**src/rtl/cpx_arb_pkg.sv**
```systemverilog
// Shared constants for the cpx_multiply arbiter: requester tags and a clog2 helper.
package cpx_arb_pkg;

    localparam int unsigned TAG_W = 1;

    typedef logic [TAG_W-1:0] tag_t;

    localparam tag_t TAG_REQ0 = 1'b0;
    localparam tag_t TAG_REQ1 = 1'b1;

    // Ceiling log2, usable in parameter expressions.
    function automatic int unsigned clog2_f(input int unsigned v);
        int unsigned r;
        r = 0;
        for (int unsigned i = 0; i < 32; i++) begin
            if ((64'd1 << i) < 64'(v)) r = i + 1;
        end
        return r;
    endfunction

endpackage

```
**src/rtl/cpx_arb_tag_fifo.sv**
```systemverilog
// Owner-tag FIFO: one entry per product in flight, simultaneous push/pop, registered flags.
module cpx_arb_tag_fifo
    import cpx_arb_pkg::*;
#(
    parameter int unsigned DEPTH = 8,
    parameter int unsigned CW    = clog2_f(DEPTH) + 1
) (
    input  logic          clk,
    input  logic          reset,
    input  logic          push,
    input  tag_t          push_tag,
    input  logic          pop,
    output tag_t          head_tag,
    output logic          empty,
    output logic          full,
    output logic [CW-1:0] count
);

    localparam int unsigned AW = clog2_f(DEPTH);

    tag_t          mem [DEPTH];
    logic [AW-1:0] wr_ptr;
    logic [AW-1:0] rd_ptr;
    logic          push_ok;
    logic          pop_ok;
    logic [CW-1:0] count_nxt;

    assign push_ok  = push && !full;
    assign pop_ok   = pop && !empty;
    assign head_tag = mem[rd_ptr];

    always_comb begin
        count_nxt = count;
        if (push_ok && !pop_ok)      count_nxt = count + CW'(1);
        else if (pop_ok && !push_ok) count_nxt = count - CW'(1);
    end

    // Pointers wrap naturally because DEPTH is a power of two.
    always_ff @(posedge clk) begin
        if (reset) begin
            wr_ptr <= '0;
            rd_ptr <= '0;
            count  <= '0;
            empty  <= 1'b1;
            full   <= 1'b0;
        end else begin
            if (push_ok) begin
                mem[wr_ptr] <= push_tag;
                wr_ptr      <= wr_ptr + AW'(1);
            end
            if (pop_ok) rd_ptr <= rd_ptr + AW'(1);
            count <= count_nxt;
            empty <= (count_nxt == '0);
            full  <= (count_nxt == CW'(DEPTH));
        end
    end

endmodule

```
**src/rtl/cpx_multiply_arbiter.sv**
```systemverilog
// Round-robin sharing of one cpx_multiply between two requesters, products routed back by owner tag.
// Optional statistics counters: define CPX_ARB_STATS_EN.
module cpx_multiply_arbiter
    import cpx_arb_pkg::*;
#(
    parameter int unsigned X_BITS       = 12,
    parameter int unsigned Y_BITS       = 12,
    parameter int unsigned OUT_BITS     = 25,
    parameter int unsigned MAX_OUTSTAND = 8
) (
    input  logic                clk,
    input  logic                reset,
    input  logic                req0_valid,
    output logic                req0_ready,
    input  logic [X_BITS-1:0]   req0_xi,
    input  logic [X_BITS-1:0]   req0_xq,
    input  logic [Y_BITS-1:0]   req0_yi,
    input  logic [Y_BITS-1:0]   req0_yq,
    input  logic                req1_valid,
    output logic                req1_ready,
    input  logic [X_BITS-1:0]   req1_xi,
    input  logic [X_BITS-1:0]   req1_xq,
    input  logic [Y_BITS-1:0]   req1_yi,
    input  logic [Y_BITS-1:0]   req1_yq,
    output logic                mul_valid,
    input  logic                mul_ready,
    output logic [X_BITS-1:0]   mul_xi,
    output logic [X_BITS-1:0]   mul_xq,
    output logic [Y_BITS-1:0]   mul_yi,
    output logic [Y_BITS-1:0]   mul_yq,
    input  logic                prod_valid,
    output logic                prod_ready,
    input  logic [OUT_BITS-1:0] prod_i,
    input  logic [OUT_BITS-1:0] prod_q,
    output logic                res0_valid,
    input  logic                res0_ready,
    output logic                res1_valid,
    input  logic                res1_ready,
    output logic [OUT_BITS-1:0] res_i,
    output logic [OUT_BITS-1:0] res_q
`ifdef CPX_ARB_STATS_EN
    ,
    output logic [31:0]         grant_cnt0,
    output logic [31:0]         grant_cnt1,
    output logic [31:0]         stall_cnt
`endif
);

    localparam int unsigned CNT_W = clog2_f(MAX_OUTSTAND) + 1;

    logic             slot_free;
    logic             can_issue;
    logic             gnt_valid;
    tag_t             gnt;
    tag_t             rr_ptr;
    logic             accept;
    tag_t             head_tag;
    logic             fifo_empty;
    logic             fifo_full;
    logic [CNT_W-1:0] outstanding;
    logic             sel_ready;
    logic             pop;

    assign slot_free = !mul_valid || mul_ready;
    assign can_issue = slot_free && !fifo_full
                       && (outstanding < CNT_W'(MAX_OUTSTAND)) && !reset;

    // rr_ptr names the requester favoured when both are valid.
    always_comb begin
        gnt_valid = 1'b0;
        gnt       = TAG_REQ0;
        if (req0_valid && req1_valid) begin
            gnt_valid = 1'b1;
            gnt       = rr_ptr;
        end else if (req0_valid) begin
            gnt_valid = 1'b1;
            gnt       = TAG_REQ0;
        end else if (req1_valid) begin
            gnt_valid = 1'b1;
            gnt       = TAG_REQ1;
        end
    end

    assign accept     = can_issue && gnt_valid;
    assign req0_ready = accept && (gnt == TAG_REQ0);
    assign req1_ready = accept && (gnt == TAG_REQ1);

    always_ff @(posedge clk) begin
        if (reset) begin
            mul_valid <= 1'b0;
            mul_xi    <= '0;
            mul_xq    <= '0;
            mul_yi    <= '0;
            mul_yq    <= '0;
            rr_ptr    <= TAG_REQ0;
        end else if (accept) begin
            mul_valid <= 1'b1;
            mul_xi    <= (gnt == TAG_REQ1) ? req1_xi : req0_xi;
            mul_xq    <= (gnt == TAG_REQ1) ? req1_xq : req0_xq;
            mul_yi    <= (gnt == TAG_REQ1) ? req1_yi : req0_yi;
            mul_yq    <= (gnt == TAG_REQ1) ? req1_yq : req0_yq;
            rr_ptr    <= ~gnt;
        end else if (slot_free) begin
            mul_valid <= 1'b0;
        end
    end

    cpx_arb_tag_fifo #(
        .DEPTH (MAX_OUTSTAND),
        .CW    (CNT_W)
    ) u_tag_fifo (
        .clk      (clk),
        .reset    (reset),
        .push     (accept),
        .push_tag (gnt),
        .pop      (pop),
        .head_tag (head_tag),
        .empty    (fifo_empty),
        .full     (fifo_full),
        .count    (outstanding)
    );

    // Products leave in issue order; the head tag picks the destination port.
    assign res0_valid = prod_valid && !fifo_empty && (head_tag == TAG_REQ0);
    assign res1_valid = prod_valid && !fifo_empty && (head_tag == TAG_REQ1);
    assign sel_ready  = (head_tag == TAG_REQ1) ? res1_ready : res0_ready;
    assign prod_ready = !fifo_empty && sel_ready && !reset;
    assign pop        = prod_valid && prod_ready;
    assign res_i      = prod_i;
    assign res_q      = prod_q;

`ifdef CPX_ARB_STATS_EN
    always_ff @(posedge clk) begin
        if (reset) begin
            grant_cnt0 <= '0;
            grant_cnt1 <= '0;
            stall_cnt  <= '0;
        end else begin
            if (accept && (gnt == TAG_REQ0)) grant_cnt0 <= grant_cnt0 + 32'd1;
            if (accept && (gnt == TAG_REQ1)) grant_cnt1 <= grant_cnt1 + 32'd1;
            if (mul_valid && !mul_ready)     stall_cnt  <= stall_cnt + 32'd1;
        end
    end
`endif

endmodule

```
**config.mk**
```make
export PLATFORM = sky130hd
export DESIGN_NAME = cpx_multiply_arbiter
export DESIGN_NICKNAME = d
export VERILOG_FILES = /design/src/rtl/cpx_arb_pkg.sv /design/src/rtl/cpx_arb_tag_fifo.sv /design/src/rtl/cpx_multiply_arbiter.sv
export SDC_FILE = /design/constraint.sdc
export NUM_CORES = 1
export LEC_CHECK = 0
export CORE_UTILIZATION = 36
export CTS_BUF_LIST = sky130_fd_sc_hd__clkbuf_8
export CTS_CLUSTER_DIAMETER = 200
export CTS_CLUSTER_SIZE = 14
export DETAILED_ROUTE_END_ITERATION = 10
export PLACE_DENSITY = 0.81
export SETUP_SLACK_MARGIN = 0.2
export SKIP_LAST_GASP = 1
export SYNTH_ARGS = -nofsm -noshare
export SYNTH_HDL_FRONTEND = slang
export SYNTH_SLANG_ARGS = --single-unit
```
**constraint.sdc**
```tcl
create_clock -name clk -period 3.25 [get_ports clk]
set_input_delay 0.8125 -clock clk [delete_from_list [all_inputs] [get_ports clk]]
set_output_delay 0.8125 -clock clk [all_outputs]
set_load 0.02 [all_outputs]
```
==> reports/metrics.yaml <==
run_status:
  status: "finished clean"
min_path:
  whs_path_depth: 2
  hold_path_class: "reg2reg"
  hold_path_end: "mul_xq[9]$_SDFFE_PP0P_"
  min-delay-start: "mul_xq[9]$_SDFFE_PP0P_"
logic_synthesis:
  synth_compound_area_share_pct: 13.9
  ys_seq_area_share_pct: 42.7
  yosys_warnings: 0
  synth-edff-count: 8
  synthTopCellsByArea: "dfxtp_1 36%, a311oi_1 12%, nand2_1 11%"
  synth-xor-area-share_pct: 1.70
  async_flop_share_pct: 0
  ys_ff_latch: 73
  synthSimpleGateAreaFrac_pct: 22.5
  synth_cell_types: 40
  synthMuxAreaShare_pct: 3.47
  synth_top_family_by_area: "simple AND/OR/NAND/NOR gates"
  synth-main-ff-cell: "dfxtp_1"
  netlist_instances: 430
  synth_top_cell_area_share_pct: 36.1
  mappedNetlistNets: 588
  syn_area_um2: 3610
  synthAdderAreaFrac_pct: 1.39
  yosys.area.top_type: "dfxtp_1"
  syn_avg_cell_area_um2: 8.39
sta:
  relSlewSlack_pct: 45.1
  rsz0062_at_grt: "no"
  fin_crit_sh_pct: 92.3
  setup_violations: 0
  slew_violations: 0
  fin_hold_ws_ns: 0.496
  skew_ns: 0.0102
  worst_pin_slew_ns: 0.801
  finalHoldViolCount: 0
  period_needed_ns: 3.00
  timing.fmax_mhz: 333
die:
  rows: 36
  core_area_um2: 9730
  die_h_um: 102
  initial_core_util_pct: 37.1
  die_area_um2: 10400
  chipWidth_um: 102
  pin_count: 258
worst_setup_path:
  rrSetupSlack_ns: 0.47
  end_kind: "output port"
  r2r-end: "u_tag_fifo.empty$_SDFF_PP1_"
  criticalPathCategory: "in2out"
  crit_fanout: 3
  worstRegToRegCells: 6
  cp.arrival_ns: 2.19
  critical_path_required_ns: 2.44
  start_kind: "input pin"
clock_network:
  numClockSinks: 73
  cts_hold_buf: 0
  cts.path.max_buffers: 2
  clk_latency_ns: 0.33
  clkTransAtPathRegs_ns: 0.07
  h-tree-depth: 3
  numCtsBuffers: 9
  root_buffer: "clkbuf_8"
  cts_tree: "yes"
route:
  drc: 0
  first_pass_iters: 5
  wire_per_inst_um: 15.6
  vias: 3370
  wl_mm: 10.4
  drtIter0Drc: 86
  postRouteAntennaNets: 0
  vias_per_cell: 5.04
global_route:
  top_usage_layer: "met2"
  antenna_found_initial: 0
  grt_use_met1_pct: 20.2
  met2_usage_pct: 37.3
  grt_max_degree: 65
  gr-usage-all-layers_pct: 19.7
  globalRouteMet3Util_pct: 7.80
  grt_pass1_vias: 3312
  grt_pass1_wl_mm: 16.0
  overflow: 0
power:
  peakVddDrop_v: 0.000242
  power.density_nw_per_um2: 443
  power.leakage_nw: 1.94
place:
  dpl.hpwl_mm: 7.61
  gp_congestion: 0.783
  io_buffer_count: 157
  place_inst: 651
cells_and_area:
  final_common_cell: "clkdlybuf4s50_1"
  antenna_cells: 0
  layout_common_cells: "152 x clkdlybuf4s50_1, 107 x nand2_1, 65 x dfxtp_1"
  fin_cells: 668
  drive_gt1_share_pct: 6.92
  layout.nets: 688
  area_growth_pct: 41.7
flow_run:
  maxCapViolations: 0
==> logic make-up after synthesis <==
group / count (synthesis)
flip-flops: 73
AO/OA/AOI/OAI: 59
adder cells (fa/ha/maj): 4
multiplexers: 8
buffers and inverters: 87
AND/OR/NAND/NOR: 192
XOR/XNOR: 7
==> routing by layer <==
metal | vias up | share of wire (%)
li1 | 1631 | -
met1 | 1590 | 38
met2 | 143 | 54
met3 | 6 | 7.3
met4 | 0 | 0.64
met5 | - | 0
==> worst max-delay path by stage <==
| stage | start | end | slack [ns] |
|---|---|---|---|
| floorplan | reset | req1_ready | 0.36 |
| global placement | reset | req1_ready | -0.07 |
| detailed placement | req1_valid | req1_ready | -0.08 |
| CTS | reset | req1_ready | 0.19 |
| global route | flip-flop | prod_ready | 0.19 |
| finish | reset | req0_ready | 0.25 |
==> layout make-up <==
cell class	instances	area [µm²]
Sequential cell	73	1540
Tap cell	133	166
Multi-Input combinational cell	270	1560
Timing Repair Buffer	171	1660
Fill cell	933	4620
Clock buffer	9	124
Inverter	5	18.8
Clock inverter	7	38.8
==> per-stage QoR <==
step                util (%)  power [mW]  worst slack [ns]  TNS, ns  cell area (µm²)
finish                  52.6        2.27             0.251        0             5110
global placement        51.0        1.67           -0.0746  -0.0958             4960
global route            52.6        2.39             0.190        0             5110
floorplan                  -        1.46             0.363        0             3610
detailed placement      51.0        1.69           -0.0757  -0.0997             4960
CTS                     52.5        2.30             0.186        0             5110
==> worst max-delay path, stage by stage <==
cell and delay, ns:
buf_2 0.10, or3_1 0.45, or3_1 0.39, nor2_1 0.10, dlygate4sd2_1 0.34
==> synth_stat cells (2+ instances only) <==
master	n
a311oi_1	49
buf_1	3
buf_2	2
buf_4	50
clkbuf_1	27
dfxtp_1	65
edfxtp_1	8
ha_1	4
inv_1	4
mux2i_1	5
mux4_1	2
nand2_1	107
nand4b_1	2
nor2_1	62
nor2b_1	2
nor3_1	4
nor3b_1	3
nor4b_1	2
nor4bb_1	2
or3_1	2
xnor2_1	4
xor2_1	3
==> report_power, final <==
part	leakage [nW]	internal, mW	switching [mW]
combinational	1.24	0.323	0.306
clock	0.0934	0.270	0.326
sequential	0.609	0.988	0.0544
==> registers in the layout (all words and copies together), names as in the netlist, named ones only <==
name / flops
u_tag_fifo.wr_ptr: 3
u_tag_fifo.mem: 8
mul_xi: 12
mul_xq: 12
mul_yi: 12
u_tag_fifo.count: 4
rr_ptr: 1
u_tag_fifo.rd_ptr: 3
mul_valid: 1
mul_yq: 12
u_tag_fifo.full: 1
u_tag_fifo.empty: 1
==> what timing repair did <==
| action | in CTS | in global routing |
|---|---|---|
| hold endpoints to repair | 0 | 0 |
| setup endpoints to repair | 4 | 2 |
| resized for setup | 6 | 3 |
| buffers inserted | 0 | 1 |
Power figures use the tool's default switching activity.
